File: config.mk
export PLATFORM = sky130hd
export DESIGN_NAME = mem_arbiter
export DESIGN_NICKNAME = d
export VERILOG_FILES = /design/src/rtl/mem_arbiter.sv
export SDC_FILE = /design/constraint.sdc
export NUM_CORES = 1
export LEC_CHECK = 0
export ABC_CLOCK_PERIOD_IN_PS = 3000
export BUFFER_PORTS_ARGS = -buffer_cell sky130_fd_sc_hd__buf_2
export CORE_AREA = 2 2 107 109
export CTS_BUF_LIST = sky130_fd_sc_hd__clkbuf_8
export DETAILED_ROUTE_END_ITERATION = 7
export DIE_AREA = 0 0 109 111
export PLACE_DENSITY_LB_ADDON = 0.05
export SLEW_MARGIN = 40
export SYNTH_ARGS = -nofsm -noshare
export SYNTH_HDL_FRONTEND = slang
export SYNTH_SLANG_ARGS = --single-unit
File: constraint.sdc
create_clock -name clk -period 3 [get_ports clk]
set_input_delay 0.6 -clock clk [delete_from_list [all_inputs] [get_ports clk]]
set_output_delay 0.6 -clock clk [all_outputs]
set_load 0.02 [all_outputs]
File: src/rtl/mem_arbiter.sv
// mem_arbiter: shares one single-port synchronous RAM between the fetch port
// and the load/store data port. One transaction in flight at a time; data has
// fixed priority except when its consecutive-grant streak has starved a
// waiting fetch. Grants, RAM strobes and read data are combinational so a
// request can be accepted in the cycle it is presented.
module mem_arbiter #(
    parameter int RD_LAT     = 1,  // RAM read latency in cycles (1..8)
    parameter int MAX_STREAK = 4   // data grants allowed while fetch waits (1..15)
) (
    input  logic        clk,
    input  logic        rst,
    input  logic        if_req_i,
    input  logic [31:0] if_addr_i,
    output logic        if_gnt_o,
    output logic        if_rvalid_o,
    output logic [31:0] if_rdata_o,
    input  logic        d_req_i,
    input  logic        d_we_i,
    input  logic [3:0]  d_sel_i,
    input  logic [31:0] d_addr_i,
    input  logic [31:0] d_wdata_i,
    output logic        d_gnt_o,
    output logic        d_rvalid_o,
    output logic [31:0] d_rdata_o,
    output logic        ram_en_o,
    output logic [3:0]  ram_we_o,
    output logic [31:0] ram_addr_o,
    output logic [31:0] ram_wdata_o,
    input  logic [31:0] ram_rdata_i,
    output logic        hold_flag_o
);

    typedef enum logic [0:0] {
        ST_IDLE = 1'b0,
        ST_WAIT = 1'b1
    } state_t;

    localparam logic [2:0] CNT_INIT    = 3'(RD_LAT - 1);
    localparam logic [3:0] STREAK_MAX  = 4'(MAX_STREAK);
    localparam logic [3:0] STREAK_SAT  = 4'hF;
    localparam logic       OWNER_FETCH = 1'b0;
    localparam logic       OWNER_DATA  = 1'b1;

    state_t      state_r;
    state_t      state_nxt_s;
    logic [2:0]  cnt_r;
    logic [2:0]  cnt_nxt_s;
    logic        owner_r;
    logic        owner_nxt_s;
    logic [3:0]  streak_r;
    logic [3:0]  streak_nxt_s;

    logic        rsp_s;
    logic        window_s;
    logic        fetch_win_s;
    logic        data_win_s;
    logic        read_gnt_s;

    // Grant window and fixed-priority arbitration with the fetch starvation guard.
    // Reset gates every grant so outputs sit at their reset values while rst is high.
    always_comb begin
        rsp_s       = 1'b0;
        window_s    = 1'b0;
        fetch_win_s = 1'b0;
        data_win_s  = 1'b0;
        if (rst) begin
            rsp_s    = 1'b0;
            window_s = 1'b0;
        end else begin
            rsp_s    = (state_r == ST_WAIT) && (cnt_r == 3'd0);
            window_s = (state_r == ST_IDLE) || rsp_s;
        end
        if (window_s) begin
            fetch_win_s = if_req_i && (!d_req_i || (streak_r == STREAK_MAX));
            data_win_s  = d_req_i && !fetch_win_s;
        end else begin
            fetch_win_s = 1'b0;
            data_win_s  = 1'b0;
        end
    end

    // Drive RAM strobes, grants, read-data steering and the pipeline hold flag.
    always_comb begin
        if_gnt_o    = 1'b0;
        d_gnt_o     = 1'b0;
        ram_en_o    = 1'b0;
        ram_we_o    = 4'b0000;
        ram_addr_o  = 32'h0000_0000;
        ram_wdata_o = 32'h0000_0000;
        if_rvalid_o = 1'b0;
        if_rdata_o  = 32'h0000_0000;
        d_rvalid_o  = 1'b0;
        d_rdata_o   = 32'h0000_0000;
        hold_flag_o = 1'b0;

        if (data_win_s) begin
            d_gnt_o    = 1'b1;
            ram_en_o   = 1'b1;
            ram_addr_o = d_addr_i;
            if (d_we_i) begin
                ram_we_o    = d_sel_i;
                ram_wdata_o = d_wdata_i;
            end else begin
                ram_we_o    = 4'b0000;
                ram_wdata_o = 32'h0000_0000;
            end
        end else if (fetch_win_s) begin
            if_gnt_o   = 1'b1;
            ram_en_o   = 1'b1;
            ram_addr_o = if_addr_i;
        end else begin
            ram_en_o = 1'b0;
        end

        if (rsp_s && (owner_r == OWNER_DATA)) begin
            d_rvalid_o = 1'b1;
            d_rdata_o  = ram_rdata_i;
        end else if (rsp_s) begin
            if_rvalid_o = 1'b1;
            if_rdata_o  = ram_rdata_i;
        end else begin
            if_rvalid_o = 1'b0;
            d_rvalid_o  = 1'b0;
        end

        if (rst) begin
            hold_flag_o = 1'b0;
        end else begin
            hold_flag_o = (d_req_i && !data_win_s) ||
                          ((state_r == ST_WAIT) && (owner_r == OWNER_DATA) && !rsp_s);
        end
    end

    // Next-state: a read grant (also from the response cycle) reloads the latency
    // counter; otherwise count down and drop back to IDLE once the data is delivered.
    always_comb begin
        state_nxt_s = state_r;
        cnt_nxt_s   = cnt_r;
        owner_nxt_s = owner_r;
        read_gnt_s  = fetch_win_s || (data_win_s && !d_we_i);
        if (read_gnt_s) begin
            state_nxt_s = ST_WAIT;
            cnt_nxt_s   = CNT_INIT;
            owner_nxt_s = data_win_s ? OWNER_DATA : OWNER_FETCH;
        end else begin
            case (state_r)
                ST_WAIT: begin
                    if (cnt_r == 3'd0) begin
                        state_nxt_s = ST_IDLE;
                    end else begin
                        cnt_nxt_s = cnt_r - 3'd1;
                    end
                end
                ST_IDLE: begin
                    state_nxt_s = ST_IDLE;
                end
                default: begin
                    state_nxt_s = ST_IDLE;
                    cnt_nxt_s   = 3'd0;
                end
            endcase
        end
    end

    // Streak of data grants taken while fetch was waiting; saturates, and any
    // fetch grant or idle fetch port resets it.
    always_comb begin
        streak_nxt_s = streak_r;
        if (!if_req_i) begin
            streak_nxt_s = 4'd0;
        end else if (fetch_win_s) begin
            streak_nxt_s = 4'd0;
        end else if (data_win_s && (streak_r != STREAK_SAT)) begin
            streak_nxt_s = streak_r + 4'd1;
        end else begin
            streak_nxt_s = streak_r;
        end
    end

    // State registers; reset discards any outstanding read.
    always_ff @(posedge clk or posedge rst) begin
        if (rst) begin
            state_r  <= ST_IDLE;
            cnt_r    <= 3'd0;
            owner_r  <= OWNER_FETCH;
            streak_r <= 4'd0;
        end else begin
            state_r  <= state_nxt_s;
            cnt_r    <= cnt_nxt_s;
            owner_r  <= owner_nxt_s;
            streak_r <= streak_nxt_s;
        end
    end

endmodule
== Yosys cells after proc, flatten, opt, wreduce, memory -nomap -nowiden ==
Index checks and enable logic that the tools add are counted.

* Output and inout port bits: 138
* Input bits: 137
* Flip-flop bits (word level): 9

* Equality and inequality tests: 4
* Bitwise operators: 1
* Reductions and logical operators: 21
* Multiplexer cells: 30
* Add/subtract/negate cells: 2

{| class="wikitable"
|+ Operators with widths
! operator !! count
|-
| $mux 32 || 7
|-
| $mux 4 || 5
|-
| $mux 1 || 14
|-
| $logic_and 1x1->1 || 9
|-
| $mux 3 || 3
|-
| $logic_not 1->1 || 5
|-
| $add 4x1->4 const B || 1
|-
| $eq 4x3->1 const B || 1
|-
| $logic_or 1x1->1 || 4
|-
| $ne 4x4->1 const B || 1
|-
| $logic_not 3->1 || 1
|-
| $ne 3x1->1 const B || 1
|-
| $sub 3x1->3 const B || 1
|-
| $ne 2x2->1 const B || 1
|-
| $pmux 1 s2 || 1
|-
| $reduce_and 2->1 || 1
|-
| $reduce_bool 2->1 || 1
|-
| $not 1->1 || 1
|}

== Depth between registers and ports, before layout ==
* Depth in word-level cells: 10
* Gate-level depth with buffers: 9
* Depth with buffers taken out: 7

== Least setup slack after synthesis ==
Ideal clock, no wire load.

* Kind: reg2out
* Start: reg streak_r[0]
* End: out ram_addr_o[22]
* Buffers on the path: 1
* Cell stages (with the launch flop): 8
* Path slack: 0.325 ns
* Required time: 2.400 ns
* Arrival time: 2.075 ns
* Cell sequence: dfrtp_1 -> inv_1 -> ha_1 -> and4b_1 -> a2111o_1 -> clkinv_2 -> clkbuf_1 -> a22o_1

* Longest elaborated chain between the ends: 7

{| class="wikitable"
|+ Ends and longest elaborated chain
! what !! RTL line !! source
|-
| start, declared || 50 || <nowiki>logic [3:0] streak_r;</nowiki>
|-
| start signal, assigned || 191 || <nowiki>streak_r <= streak_nxt_s;</nowiki>
|-
| $eq 4x3->1 (*) || 74 || <nowiki>fetch_win_s = if_req_i && (!d_req_i || (streak_r == STREAK_MAX));</nowiki>
|-
| $logic_or 1x1->1 (*) || 74 ||
|-
| $logic_and 1x1->1 (*) || 74 ||
|-
| $logic_not 1->1 || 75 || <nowiki>data_win_s = d_req_i && !fetch_win_s;</nowiki>
|-
| $logic_and 1x1->1 || 75 ||
|-
| $mux 1 || 73 || <nowiki>if (window_s) begin</nowiki>
|-
| $mux 32 (*) || 96 || <nowiki>if (data_win_s) begin</nowiki>
|-
| end, declared || 27 || <nowiki>output logic [31:0] ram_addr_o,</nowiki>
|}

Every way passes the cells marked *; elsewhere a longest branch is shown, timed or not.

== Worst setup path in the final report ==
* Start: reg streak_r[0]
* End: out ram_wdata_o[21]

* Longest elaborated chain between the ends: 7

{| class="wikitable"
|+ Ends and longest elaborated chain
! what !! RTL line !! source
|-
| $eq 4x3->1 || 74 ||
|-
| $logic_or 1x1->1 || 74 ||
|-
| $logic_and 1x1->1 || 74 ||
|-
| $logic_not 1->1 || 75 ||
|-
| $logic_and 1x1->1 || 75 ||
|-
| $mux 1 || 73 ||
|-
| $mux 32 || 96 ||
|-
| end, declared || 28 || <nowiki>output logic [31:0] ram_wdata_o,</nowiki>
|}

No other way between the ends.

==> Implementation_results.wiki <==
{| class="wikitable"
! Metric !! Value
|-
| Sequential fraction of the synthesis area || 14.4%
|-
| Multi-input gate area in the final layout || 1220 um^2
|-
| Final nets || 620
|-
| Max clock buf depth || 2
|-
| Mean number of vias per cell || 4.13
|-
| Post-Route Setup TNS || 0 ns
|-
| Layout cell share with drive strength beyond 1 || 60.0%
|-
| Clock latency on the worst-skew pair || 0.22 ns
|-
| Max stage delay cell, worst path || a2111o_1
|-
| Required time of the critical path || 2.40 ns
|-
| Distinct cells, synth || 30
|-
| TritonCTS clock tree || done
|-
| Final count of hold timing violations || 0
|-
| Class of the most critical hold timing path || input port to async pin
|-
| Peak Freq || 0.346 GHz
|-
| Estimated wirelength of the detail-placed design || 6240 um
|-
| Overall die width || 109 um
|-
| Antenna viol nets, final || 0
|-
| Largest cells by area after synthesis || and2_1 (26%), a22o_1 (18%), and3_1 (15%), dfrtp_1 (14%), clkbuf_1 (4.3%)
|-
| Power density of the placed cells || 379 nW/um^2
|-
| RSZ-0062 raised after global routing || false
|-
| Maximum number of pins on one net before global-route repair || 40
|-
| Worst slew slack as a fraction of its limit || 64.2%
|-
| Outcome || finished clean
|-
| Cell type with the highest aggregate area in the netlist || and2_1
|-
| # clock sinks || 9
|-
| Vertical die dimension || 111 um
|-
| Post-CTS clock slew at the launch and capture registers of the worst setup and hold paths || 0.04 ns
|-
| Number of buffers inserted by port buffering || 274
|-
| Placeable core region || 11,100 um^2
|-
| Final setup vio count || 0
|-
| Number of max-slew violations in the final report || 0
|-
| Number of instances resized during post-cts repair || 0
|-
| Post-CTS Repair Setup Buffers || 0
|-
| Deepest level of the CTS H-tree || 1
|-
| Effective utilization at floorplan || 14.1%
|-
| Final-layout fill cell count || 1,241
|-
| Global-route usage over all layers || 11.4%
|-
| Worst Max-Slew Pin Slew || 0.533 ns
|-
| YS warnings || 0
|-
| Fraction of the cycle the final worst path needs || 96.4%
|-
| Final RePlAce weighted congestion || 0.776
|-
| Minimum clock period after layout || 2.89 ns
|-
| Critical Path AT || 2.29 ns
|-
| CTS Root Buffer Type || clkbuf_8
|-
| Number of violations of the max-capacitance limit || 0
|-
| Post-route worst hold slack || 0.341 ns
|-
| Gate count after technology mapping || 215
|-
| Total standard cell area after synthesis || 1570 um^2
|-
| Number of rows created at floorplan || 39
|-
| CTS Buf Count || 3
|-
| I/O pin total || 275
|-
| Leftover overflow at the end of global routing || 0
|-
| Overall routed net length || 7490 um
|-
| Mapped Avg Cell Area || 7.28 um^2
|-
| Register area || 225 um^2
|-
| CP max FO || 39
|-
| Maximum cell stage delay along the critical path || 0.49 ns
|-
| FF+latch count, synth || 9
|-
| Worst setup EP type || primary output
|-
| Classification of the worst setup path || register to primary output
|-
| Leakage || 2.15 nW
|-
| Antenna diode instance count || 0
|-
| Routed via count || 2,567
|-
| Count of hold-fix buffers inserted at cts || 0
|-
| Detailed Routing Iterations Pass 1 || 4
|-
| DRC violation count after routing || 0
|-
| Setup clock skew after layout || 0.000410 ns
|-
| Global-route wire length before repair || 11,100 um
|-
| Crit path launch type || register
|-
| Cell-by-cell trace of the critical path || inv_1 -> ha_1 -> and4b_1 -> a2111o_1 -> clkinv_2 -> buf_12 -> and3_1 -> buf_2
|-
| Total Die Area || 12,100 um^2
|-
| Antenna violations before repair || 0
|-
| Top-area cell type share of the netlist area || 26.0%
|-
| Via count of the first global-routing pass || 2,360
|-
| Maximum vdd drop || 0.000108 V
|-
| Area growth, synth to finish || 102%
|-
| Starting DRC count in detailed routing || 71
|-
| WL/cell || 12.1 um
|-
| Synthesized netlist net count || 356
|}
layout make-up:
class                   count  area share, %
clock inverters             1          0.118
repair buffers            281           46.1
flip-flops and latches      9           7.11
clock buffers               3           1.30
inverters                   9           1.11
well taps                 143           5.65
multi-input cells         175           38.6
registers in the layout, summed over array words and instances (netlist names):
| name | flops |
|---|---|
| cnt_r | 3 |
| owner_r | 1 |
| state_r | 1 |
| streak_r | 4 |
where the power goes:
group          leakage (nW)  switching, W  internal (W)
clock network        0.0269     0.0000443     0.0000888
registers             0.115     0.0000288      0.000160
logic                  2.01      0.000517      0.000361
synth_stat cells:
| cell | n |
|---|---|
| buf_2 | 4 |
| a211oi_1 | 4 |
| a2111o_1 | 1 |
| nor2b_1 | 2 |
| nor3_1 | 3 |
| and4b_1 | 2 |
| a22o_1 | 32 |
| xnor2_1 | 1 |
| clkbuf_1 | 18 |
| and3_1 | 37 |
| dfrtp_1 | 9 |
| inv_1 | 8 |
| nor4_1 | 1 |
| nand2b_1 | 3 |
| nand3b_1 | 1 |
| clkinv_2 | 1 |
| a41oi_1 | 1 |
| nor2_1 | 3 |
| or3_1 | 1 |
| xor2_1 | 1 |
| and3b_1 | 1 |
| o22ai_1 | 1 |
| a21oi_1 | 2 |
| a2111oi_1 | 1 |
| ha_1 | 4 |
| and4_1 | 2 |
| or2_2 | 1 |
| o21ai_0 | 3 |
| nand3_1 | 2 |
| and2_1 | 65 |
stage by stage:
stage / utilization [%] / instance area, um^2 / setup slack (ns) / power [W] / instances
2_1_floorplan: - / 1570 / 0.325 / 0.000740 / 215
3_3_place_gp: 28.2 / 3120 / 0.315 / 0.00108 / 617
3_5_place_dp: 28.2 / 3120 / 0.311 / 0.00108 / 617
4_1_cts: 28.6 / 3170 / 0.0673 / 0.00122 / 621
5_1_grt: 28.6 / 3170 / 0.00897 / 0.00130 / 621
6_report: 28.6 / 3170 / 0.108 / 0.00120 / 621
cell usage in the layout, fill, tap and decap left out, types with 4 or more instances in the layout:
master / synthesis / routed
a22o_1: 32 / 32
a211oi_1: 4 / 4
buf_4: 0 / 4
buf_2: 4 / 274
inv_1: 8 / 9
dfrtp_1: 9 / 9
ha_1: 4 / 4
and2_1: 65 / 65
and3_1: 37 / 37
metal layers:
metal,wire (um),vias up,track usage [%]
li1,-,1288,-
met1,2440,1115,10.3
met2,4160,154,23.9
met3,806,10,2.88
met4,90,0,2.82
met5,0,-,0
cells by family (layout without fill, tap and decap cells):
family | count (synthesis) | count (layout) | share of synthesized area (%)
AND/OR/NAND/NOR | 124 | 124 | 49.7
AO/OA/AOI/OAI | 45 | 45 | 23.7
buffers and inverters | 31 | 294 | 7.83
flip-flops | 9 | 9 | 14.4
adder cells (fa/ha/maj) | 4 | 4 | 3.20
XOR/XNOR | 2 | 2 | 1.12
final timing paths:
kind	start	endpoint	slack, ns	cells past startpoint
hold / removal	rst	streak_r[1]$_DFFE_PP0P_	0.34	2
hold reg to reg	cnt_r[0]$_DFFE_PP0P_	cnt_r[0]$_DFFE_PP0P_	0.54	2
setup reg to reg	streak_r[0]$_DFFE_PP0P_	streak_r[3]$_DFFE_PP0P_	0.70	8
max in group asynchronous	rst	owner_r$_DFFE_PP0P_	2.31	3
setup / recovery	streak_r[0]$_DFFE_PP0P_	ram_wdata_o[21]	0.11	8
min in group clk	cnt_r[0]$_DFFE_PP0P_	cnt_r[0]$_DFFE_PP0P_	0.54	2
critical path, delay by kind of cell, from the launching register on:
kind	cells	cell delay (ns)
AOI/OAI and AO/OA	1	0.49
DFF	1	0.43
adders and majority gates	1	0.21
and+or+nand+nor	2	0.38
buffers and inverters	4	0.55
(Power assumes the default switching activity.)
